**src/rtl/br_pc_ctrl.sv**
```systemverilog
`default_nettype none
// ============================================================================
// Module   : br_pc_ctrl
// Purpose  : Resolves branches and sequences the architectural PC. It decodes
//            the branch or jump type, drives the signed/unsigned select of
//            the comparator, and uses the comparator's less/equal flags,
//            which return in the same cycle, to decide taken/not-taken.
//            A taken transfer to a target that is not word aligned parks the
//            PC in a TRAP state until the handler acknowledges it. The block
//            also keeps a saturating count of retired taken transfers.
// Revision : 1.0 - initial release
// ----------------------------------------------------------------------------
// Ports
//   i_clk        in   1      clock; all state changes on the rising edge
//   i_rst        in   1      synchronous active-high reset
//   i_stall      in   1      hold PC, state and counter (RUN state only)
//   i_inst_vld   in   1      current instruction is valid
//   i_is_branch  in   1      conditional branch
//   i_is_jal     in   1      JAL
//   i_is_jalr    in   1      JALR
//   i_funct3     in   3      branch condition code
//   i_br_less    in   1      comparator flag: rs1 < rs2
//   i_br_equal   in   1      comparator flag: rs1 == rs2
//   i_target     in   32     computed target address
//   i_trap_ack   in   1      trap handler acknowledge
//   o_br_un      out  1      comparator mode: 1 = signed, 0 = unsigned
//   o_pc         out  32     current PC (registered)
//   o_pc_four    out  32     o_pc + 4 (wraps at 2^32)
//   o_next_pc    out  32     PC loaded on the next accepted edge
//   o_taken      out  1      control transfer taken this cycle
//   o_misalign   out  1      high while in TRAP state
//   o_taken_cnt  out  CNT_W  saturating count of retired taken transfers
// ============================================================================
module br_pc_ctrl #(
  parameter logic [31:0] RESET_PC = 32'h0000_0000,
  parameter logic [31:0] TRAP_VEC = 32'h0000_0100,
  parameter int          CNT_W    = 32
) (
  input  logic             i_clk,
  input  logic             i_rst,
  input  logic             i_stall,
  input  logic             i_inst_vld,
  input  logic             i_is_branch,
  input  logic             i_is_jal,
  input  logic             i_is_jalr,
  input  logic [2:0]       i_funct3,
  input  logic             i_br_less,
  input  logic             i_br_equal,
  input  logic [31:0]      i_target,
  input  logic             i_trap_ack,
  output logic             o_br_un,
  output logic [31:0]      o_pc,
  output logic [31:0]      o_pc_four,
  output logic [31:0]      o_next_pc,
  output logic             o_taken,
  output logic             o_misalign,
  output logic [CNT_W-1:0] o_taken_cnt
);

  typedef enum logic [0:0] {
    RUN  = 1'b0,
    TRAP = 1'b1
  } state_t;

  state_t           state;
  state_t           state_nxt;
  logic [31:0]      pc_reg;
  logic [CNT_W-1:0] cnt_reg;

  logic             cond_met;
  logic             xfer_req;
  logic [31:0]      raw_tgt;
  logic             mis;
  logic             pc_load;
  logic             cnt_inc;
  logic             cnt_sat;

  // Signed compare for BLT/BGE (funct3[1]==0), unsigned for BLTU/BGEU.
  // Depends only on funct3 so the comparator can settle within the cycle.
  assign o_br_un = ~i_funct3[1];

  // Branch condition decode; codes 010/011 are unused and never taken.
  always_comb begin
    cond_met = 1'b0;
    case (i_funct3)
      3'b000:  cond_met =  i_br_equal;
      3'b001:  cond_met = ~i_br_equal;
      3'b100:  cond_met =  i_br_less;
      3'b101:  cond_met = ~i_br_less;
      3'b110:  cond_met =  i_br_less;
      3'b111:  cond_met = ~i_br_less;
      default: cond_met = 1'b0;
    endcase
  end

  // Type priority jalr > jal > branch. Only the target formation differs
  // between jump types, so priority matters for raw_tgt alone.
  always_comb begin
    raw_tgt = i_target;
    if (i_is_jalr) begin
      raw_tgt = {i_target[31:1], 1'b0};
    end
  end

  always_comb begin
    xfer_req = 1'b0;
    if (i_is_jalr || i_is_jal) begin
      xfer_req = 1'b1;
    end else if (i_is_branch) begin
      xfer_req = cond_met;
    end
  end

  assign o_taken   = i_inst_vld & (state == RUN) & xfer_req;
  assign mis       = o_taken & (raw_tgt[1:0] != 2'b00);
  assign o_pc_four = pc_reg + 32'd4;

  always_comb begin
    o_next_pc = o_pc_four;
    if (state == TRAP) begin
      o_next_pc = i_trap_ack ? TRAP_VEC : pc_reg;
    end else if (o_taken && !mis) begin
      o_next_pc = raw_tgt;
    end
  end

  assign cnt_sat = &cnt_reg;

  // Next-state logic. In TRAP the acknowledge is honoured regardless of
  // stall; in RUN a stall freezes everything, including trap entry.
  always_comb begin
    state_nxt = state;
    pc_load   = 1'b0;
    cnt_inc   = 1'b0;
    case (state)
      RUN: begin
        if (!i_stall) begin
          if (mis) begin
            state_nxt = TRAP;
          end else begin
            pc_load = 1'b1;
            cnt_inc = o_taken & ~cnt_sat;
          end
        end
      end
      TRAP: begin
        if (i_trap_ack) begin
          state_nxt = RUN;
          pc_load   = 1'b1;
        end
      end
      default: begin
        state_nxt = RUN;
      end
    endcase
  end

  always_ff @(posedge i_clk) begin
    if (i_rst) begin
      state   <= RUN;
      pc_reg  <= RESET_PC;
      cnt_reg <= '0;
    end else begin
      state <= state_nxt;
      if (pc_load) begin
        pc_reg <= o_next_pc;
      end
      if (cnt_inc) begin
        cnt_reg <= cnt_reg + 1'b1;
      end
    end
  end

  assign o_pc        = pc_reg;
  assign o_misalign  = (state == TRAP);
  assign o_taken_cnt = cnt_reg;

endmodule
`default_nettype wire

```
**config.mk**
```make
export PLATFORM = sky130hd
export DESIGN_NAME = br_pc_ctrl
export DESIGN_NICKNAME = d
export VERILOG_FILES = /design/src/rtl/br_pc_ctrl.sv
export SDC_FILE = /design/constraint.sdc
export NUM_CORES = 1
export LEC_CHECK = 0
export ABC_AREA = 1
export CORE_UTILIZATION = 47
export CTS_BUF_LIST = sky130_fd_sc_hd__clkbuf_8 sky130_fd_sc_hd__clkbuf_16
export CTS_CLUSTER_DIAMETER = 50
export DETAILED_ROUTE_END_ITERATION = 7
export GPL_TIMING_DRIVEN = 1
export PLACE_DENSITY = 0.87
export SYNTH_ARGS = -nofsm -noshare
export SYNTH_HDL_FRONTEND = slang
export SYNTH_SLANG_ARGS = --single-unit
```
**constraint.sdc**
```tcl
create_clock -name i_clk -period 2.3 [get_ports i_clk]
set_clock_uncertainty 0.2 [all_clocks]
set_input_delay 0.46 -clock i_clk [delete_from_list [all_inputs] [get_ports i_clk]]
set_output_delay 0.46 -clock i_clk [all_outputs]
set_load 0.01 [all_outputs]
```
==> results of run 1 <==
==> per-stage QoR <==
stage	area [µm²]	cells	setup slack [ns]	setup TNS (ns)
2_1_floorplan	5370	988	0.00158	0
3_3_place_gp	8320	1406	-0.801	-48.75
3_5_place_dp	8320	1406	-0.880	-56.23
4_1_cts	9960	1508	-0.270	-9.03
==> metal layers <==
layer,overflow,GRT usage
met5,6,0.612
met4,316,1.27
met3,19,0.797
met2,1212,1.53
met1,19,0.917
==> logic make-up after synthesis <==
| logic type | synth area share |
|---|---|
| AND/OR/NAND/NOR | 0.509 |
| buffers and inverters | 0.153 |
| flip-flops | 0.242 |
| AO/OA/AOI/OAI | 0.0384 |
| XOR/XNOR | 0.0522 |
| adder cells (fa/ha/maj) | 0.00466 |
==> cells in the mapped netlist <==
cell	number
nand2_1	373
inv_1	161
nand3_1	111
nor2_1	86
dfxtp_1	65
nand4_1	38
a21oi_1	32
clkbuf_1	28
xor2_1	26
nor3_1	16
nand3b_1	7
buf_4	6
o21ai_0	6
xnor2_1	6
buf_2	5
buf_1	3
nand3_2	3
nor2_2	3
buf_6	2
ha_1	2
nand2_2	2
a21oi_2	1
and2_1	1
clkinv_2	1
inv_2	1
nor2_4	1
nor3b_1	1
o21a_1	1
==> timing repair <==
| item | CTS |
|---|---|
| buffers inserted | 94 |
| endpoints found under the setup margin | 123 |
| pin swaps | 81 |
| gates resized for setup | 512 |
| cloned | 4 |
==> results, run 1 <==
- The number of top-level pins is 176.
- The total number of H-tree levels is 3.
- Counting the buffers created by CTS gives 9.
- The stopping stage is global routing (5_1_grt).
- The number of clock sinks is 65.
- In this run, synthesis produced a sequential element count of 65.
- The tree is rooted in a clkbuf_16.
- The number of different library cells in the post-synthesis netlist is 28.
- The total grt overflow is 1572.
- Sorting the synthesized cells by area gives the leading types as nand2_1, dfxtp_1, inv_1.
- The weighted congestion at the end of routability-driven global placement is 1.01.
- The pin count of the biggest net entering global routing is 32.
- The number of rows created at floorplan is 38.
- The area share of the largest cell type after synthesis is 0.261.
- Buffers inserted to repair hold after CTS numbered 0.
- The netlist area before placement is 0.00537 mm².
- The Yosys step of the flow raised 0 warnings.
- The initial utilization of the core area, before any placement, comes to 0.489.
- The number of nets produced by synthesis is 1035.
- The first error in the log reads "[ERROR GRT-0232] Routing congestion too high. Check the congestion heatmap in the GUI".
- The run stopped with a tool error.
- The global routing usage summed across all routing layers is 1.10.
- After technology mapping, the gate count stands at 988.
- The register area share after synthesis is 0.242.
- Once detailed placement completed, the half-perimeter wirelength came to 16200 µm.
- The average instance in the mapped netlist occupies 5.44 µm².
- The die width is 109 µm.
- The clock passes through at most 2 buffers.
- The largest total area in the synthesized netlist belongs to nand2_1.
- The count of input and output buffers is 175.
- The overall die height is 109 µm.
==> inputs of run 2 (changes only) <==
Settings changed: CORE_UTILIZATION 47 to 35, CTS_BUF_LIST sky130_fd_sc_hd__clkbuf_8 sky130_fd_sc_hd__clkbuf_16 to default, CTS_CLUSTER_DIAMETER 50 to default, PLACE_DENSITY 0.87 to default, PLACE_DENSITY_LB_ADDON from default to 0.15.
==> results, run 2 <==
- The flow ran to the end, but the final reports show violations.
- The checks that failed: setup timing.
- The CTS root buffer is clkbuf_16.
- The kind of capture point of the worst setup path is an output port.
- The register area share after synthesis is 0.242.
- The overall die height is 126 µm.
- The fraction of synthesis flops using an asynchronous set or reset pin is 0.
- Once layout is done, the placed cells without fillers occupy 0.0106 mm².
- The repair_antennas step left the layout with diodes totalling 0.
- Dividing total power by cell area gives a power density of 447 mW/mm².
- After synthesis the netlist holds a flip-flop and latch count of 65.
- Of all cell types, the one taking the most synthesized area is nand2_1.
- The wire length of the first global-routing pass is 39600 µm.
- The clock tree synthesis step divided the H-tree into 3 levels.
- The via count of the first global-routing pass is 7578.
- The detailed router used layers up to and including met4.
- The worst vdd rail ir drop is 0.395 mV.
- The setup slack of the critical path after layout is -0.306 ns.
- The critical path startpoint category is a flip-flop.
- For this run, the post-layout net count is 1418.
- The global routing usage summed across all routing layers is 0.316.
- For this design, the sink count on the clock tree is 65.
- Buffers inserted during clock tree synthesis total 9.
- After detailed routing, the met3 layer carries 2040 µm of wire.
- After detailed routing, the number of vias per cell comes to 5.19.
- Wire segments on met2 add up to 12500 µm in the final route.
- At the end of routability-driven placement, the weighted congestion stood at 0.925.
- In the synthesized netlist, the number of instances is 988.
- The cts-stage hold buffer count is 0.
- Yosys attributes the largest share of cell area to nand2_1, dfxtp_1, inv_1.
- The total grt overflow is 0.
- The pin count of the biggest net entering global routing is 41.
- Traced cell by cell, the critical path runs through nand2_4 > nor2_4 > buf_6 > nand3_2 > nor2_2 > xor2_1 > nand2_1 > nand3_2 > nand2_2 > buf_6.
- The clock tree from TritonCTS is built.
- The number of design rule violations left after detail routing is 0.
- The starting utilization of the core area is 0.364.
- The number of antenna violations at the first check in global routing is 0.
- The measured slew at the worst slew-check pin is 0.402 ns.
- Synthesis instantiated 28 different standard cells from the library.
- After layout, the minimum clock period comes to 2.61 ns.
- The cell with the biggest individual delay on the critical path is dfxtp_4.
- For this block, wires on met1 add up to 11200 µm.
- The commonest register cell after synthesis is dfxtp_1.
- At the worst endpoint, the required time is 1.64 ns.
- Setup repair after global routing could not meet its margin everywhere.
- Measured along the x axis, the die boundary spans 126 µm.
- After filler insertion, the fill cell instance count of the layout stands at 1144.
- Compared with the post-synthesis result, the final layout area differs by 97.6%.
- The most repeated cell in the gate-level netlist after synthesis is nand2_1.
- The count of input and output buffers is 175.
- In the layout the commonest cells are nand2_1, buf_4, inv_1, clkdlybuf4s50_1, buf_6.
- The number of nets produced by synthesis is 1035.
- The number of buffers and inverters on the critical path is 2.
- The count of final hold-check violations is 0.
- The number of design-rule violations left by the first detailed-router iteration is 957.
- The count of nets left with antenna violations after detail routing is 0.
- The highest clock frequency the design can meet is 384 MHz.
- The total routed wirelength is 26600 µm.
- The headroom to the max-slew limit is 0.732.
- The number of slew-limit violations in the final report was 0.
- The later pin in the worst-skew pair is clocked with a latency of 0.34 ns.
- The setup TNS is -9.98 ns.
- The maximum buffer depth of the clock tree is 2.
- The clock transition at the registers of the reported paths is 0.06 ns.
- Each instance of the synthesized netlist takes up on average 5.44 µm².
- Setup violations remaining at the end of the flow were counted as 57.
- The cell area after placement is 0.00849 mm².
- In this run the static leakage power is 5.45 nW.
- The classification of the worst-slack hold path is reg -> reg.
- The path type of the worst setup path is reg -> out.
- The multi-input combinational cells in the finished layout cover a total of 0.00416 mm².
- The data arrival time at the worst-slack endpoint is 1.95 ns.
- The number of top-level pins is 176.
- Once detailed placement completed, the half-perimeter wirelength came to 15600 µm.
- The post-detailed-route wirelength per cell is 17.1 µm.
- On the worst path, the slowest cell contributes a delay of 0.39 ns.
- The die covers 0.0158 mm².
- After synthesis, the most frequently instantiated cells are nand2_1, inv_1, nand3_1.
- In the final layout, the share of cells above drive strength 1 is 0.396.
- The first detailed-routing pass took 5 iterations.
- In this run, synthesis inferred 0 flip-flops with an integrated enable.
- The largest fanout on the critical path is 3.
- For this run, the number of Yosys warnings is 0.
- The library cell used most frequently in the layout, excluding fill and tap cells, is nand2_1.
- The sequential cell area in the final layout is 0.00137 mm².
- Across the run, the number of max-cap violations was 0.
- The via count of the routed design is 8096.
- Total power for the finished layout comes to 4.74 mW.
- Summing every instance area after synthesis gives 0.00537 mm².
- The share of synthesized area in the top cell type comes to 0.261.
- The floorplan has 44 rows.
- The post-route fraction of the period consumed by the critical path is 1.13.
- Hold is met by 0.289 ns.
- On the critical path the largest part of the delay comes from simple AND/OR/NAND/NOR gates.
- The core area is 0.0148 mm².
## run 2: cell counts after synthesis
No cell type changed its count.
## run 2: what timing repair did
action                                  4_1_cts  5_1_grt
setup buffers                                78       26
pin swaps                                    91       61
cloned                                        4        0
endpoints found under the setup margin       91       68
hold endpoints to repair                      0        0
gates resized for setup                     550      115
## run 2: power breakdown
group	switching, mW	internal, mW	leakage (nW)
clock network	0.536	0.928	0.153
logic	0.959	1.03	4.76
registers	0.0893	1.19	0.544
## run 2: routing by layer
layer	track usage	vias to the layer above
met5	0	-
met4	0.126	0
met1	0.414	3776
met3	0.0472	75
met2	0.523	418
li1	-	3827
## run 2: logic make-up after synthesis
logic type / Yosys count / synth area share
DFF: 65 / 0.242
AOI/OAI and AO/OA: 40 / 0.0384
xor gates and xnor gates: 32 / 0.0522
buffers and inverters: 207 / 0.153
and+or+nand+nor: 642 / 0.509
adders and majority gates: 2 / 0.00466
## run 2: worst paths after layout
kind	startpoint	cells after the start	to	slack, ns
max	o_pc[5]	10	o_next_pc[19]	-0.31
min reg2reg	o_taken_cnt[31]	2	o_taken_cnt[31]	0.29
min	o_taken_cnt[31]	2	o_taken_cnt[31]	0.29
max reg2reg	o_pc[3]	20	o_pc[23]	-0.14
## run 2: worst register-to-register path, delay by kind of cell (launching register included)
kind                   cells  cell delay, ns
flip-flops                 1            0.36
AND/OR/NAND/NOR           10            0.74
buffers and inverters     10            1.08
## run 2: final cells by class
type                       count  area share
clock buffer                  14      0.0258
clock inverter                 2     0.00330
inverter                     163      0.0587
multi-input combinational    716       0.392
sequential                    65       0.129
tap                          184      0.0217
timing repair buffer         416       0.369
## run 2: stage by stage
stage,std cells,setup slack [ns],utilization
finish,1560,-0.306,0.719
global route,1560,-0.395,0.719
CTS,1556,-0.249,0.691
detailed placement,1462,-0.848,0.575
global placement,1462,-0.823,0.575
floorplan,988,0.00158,-
Note: power is estimated with default switching activity, not from simulation.
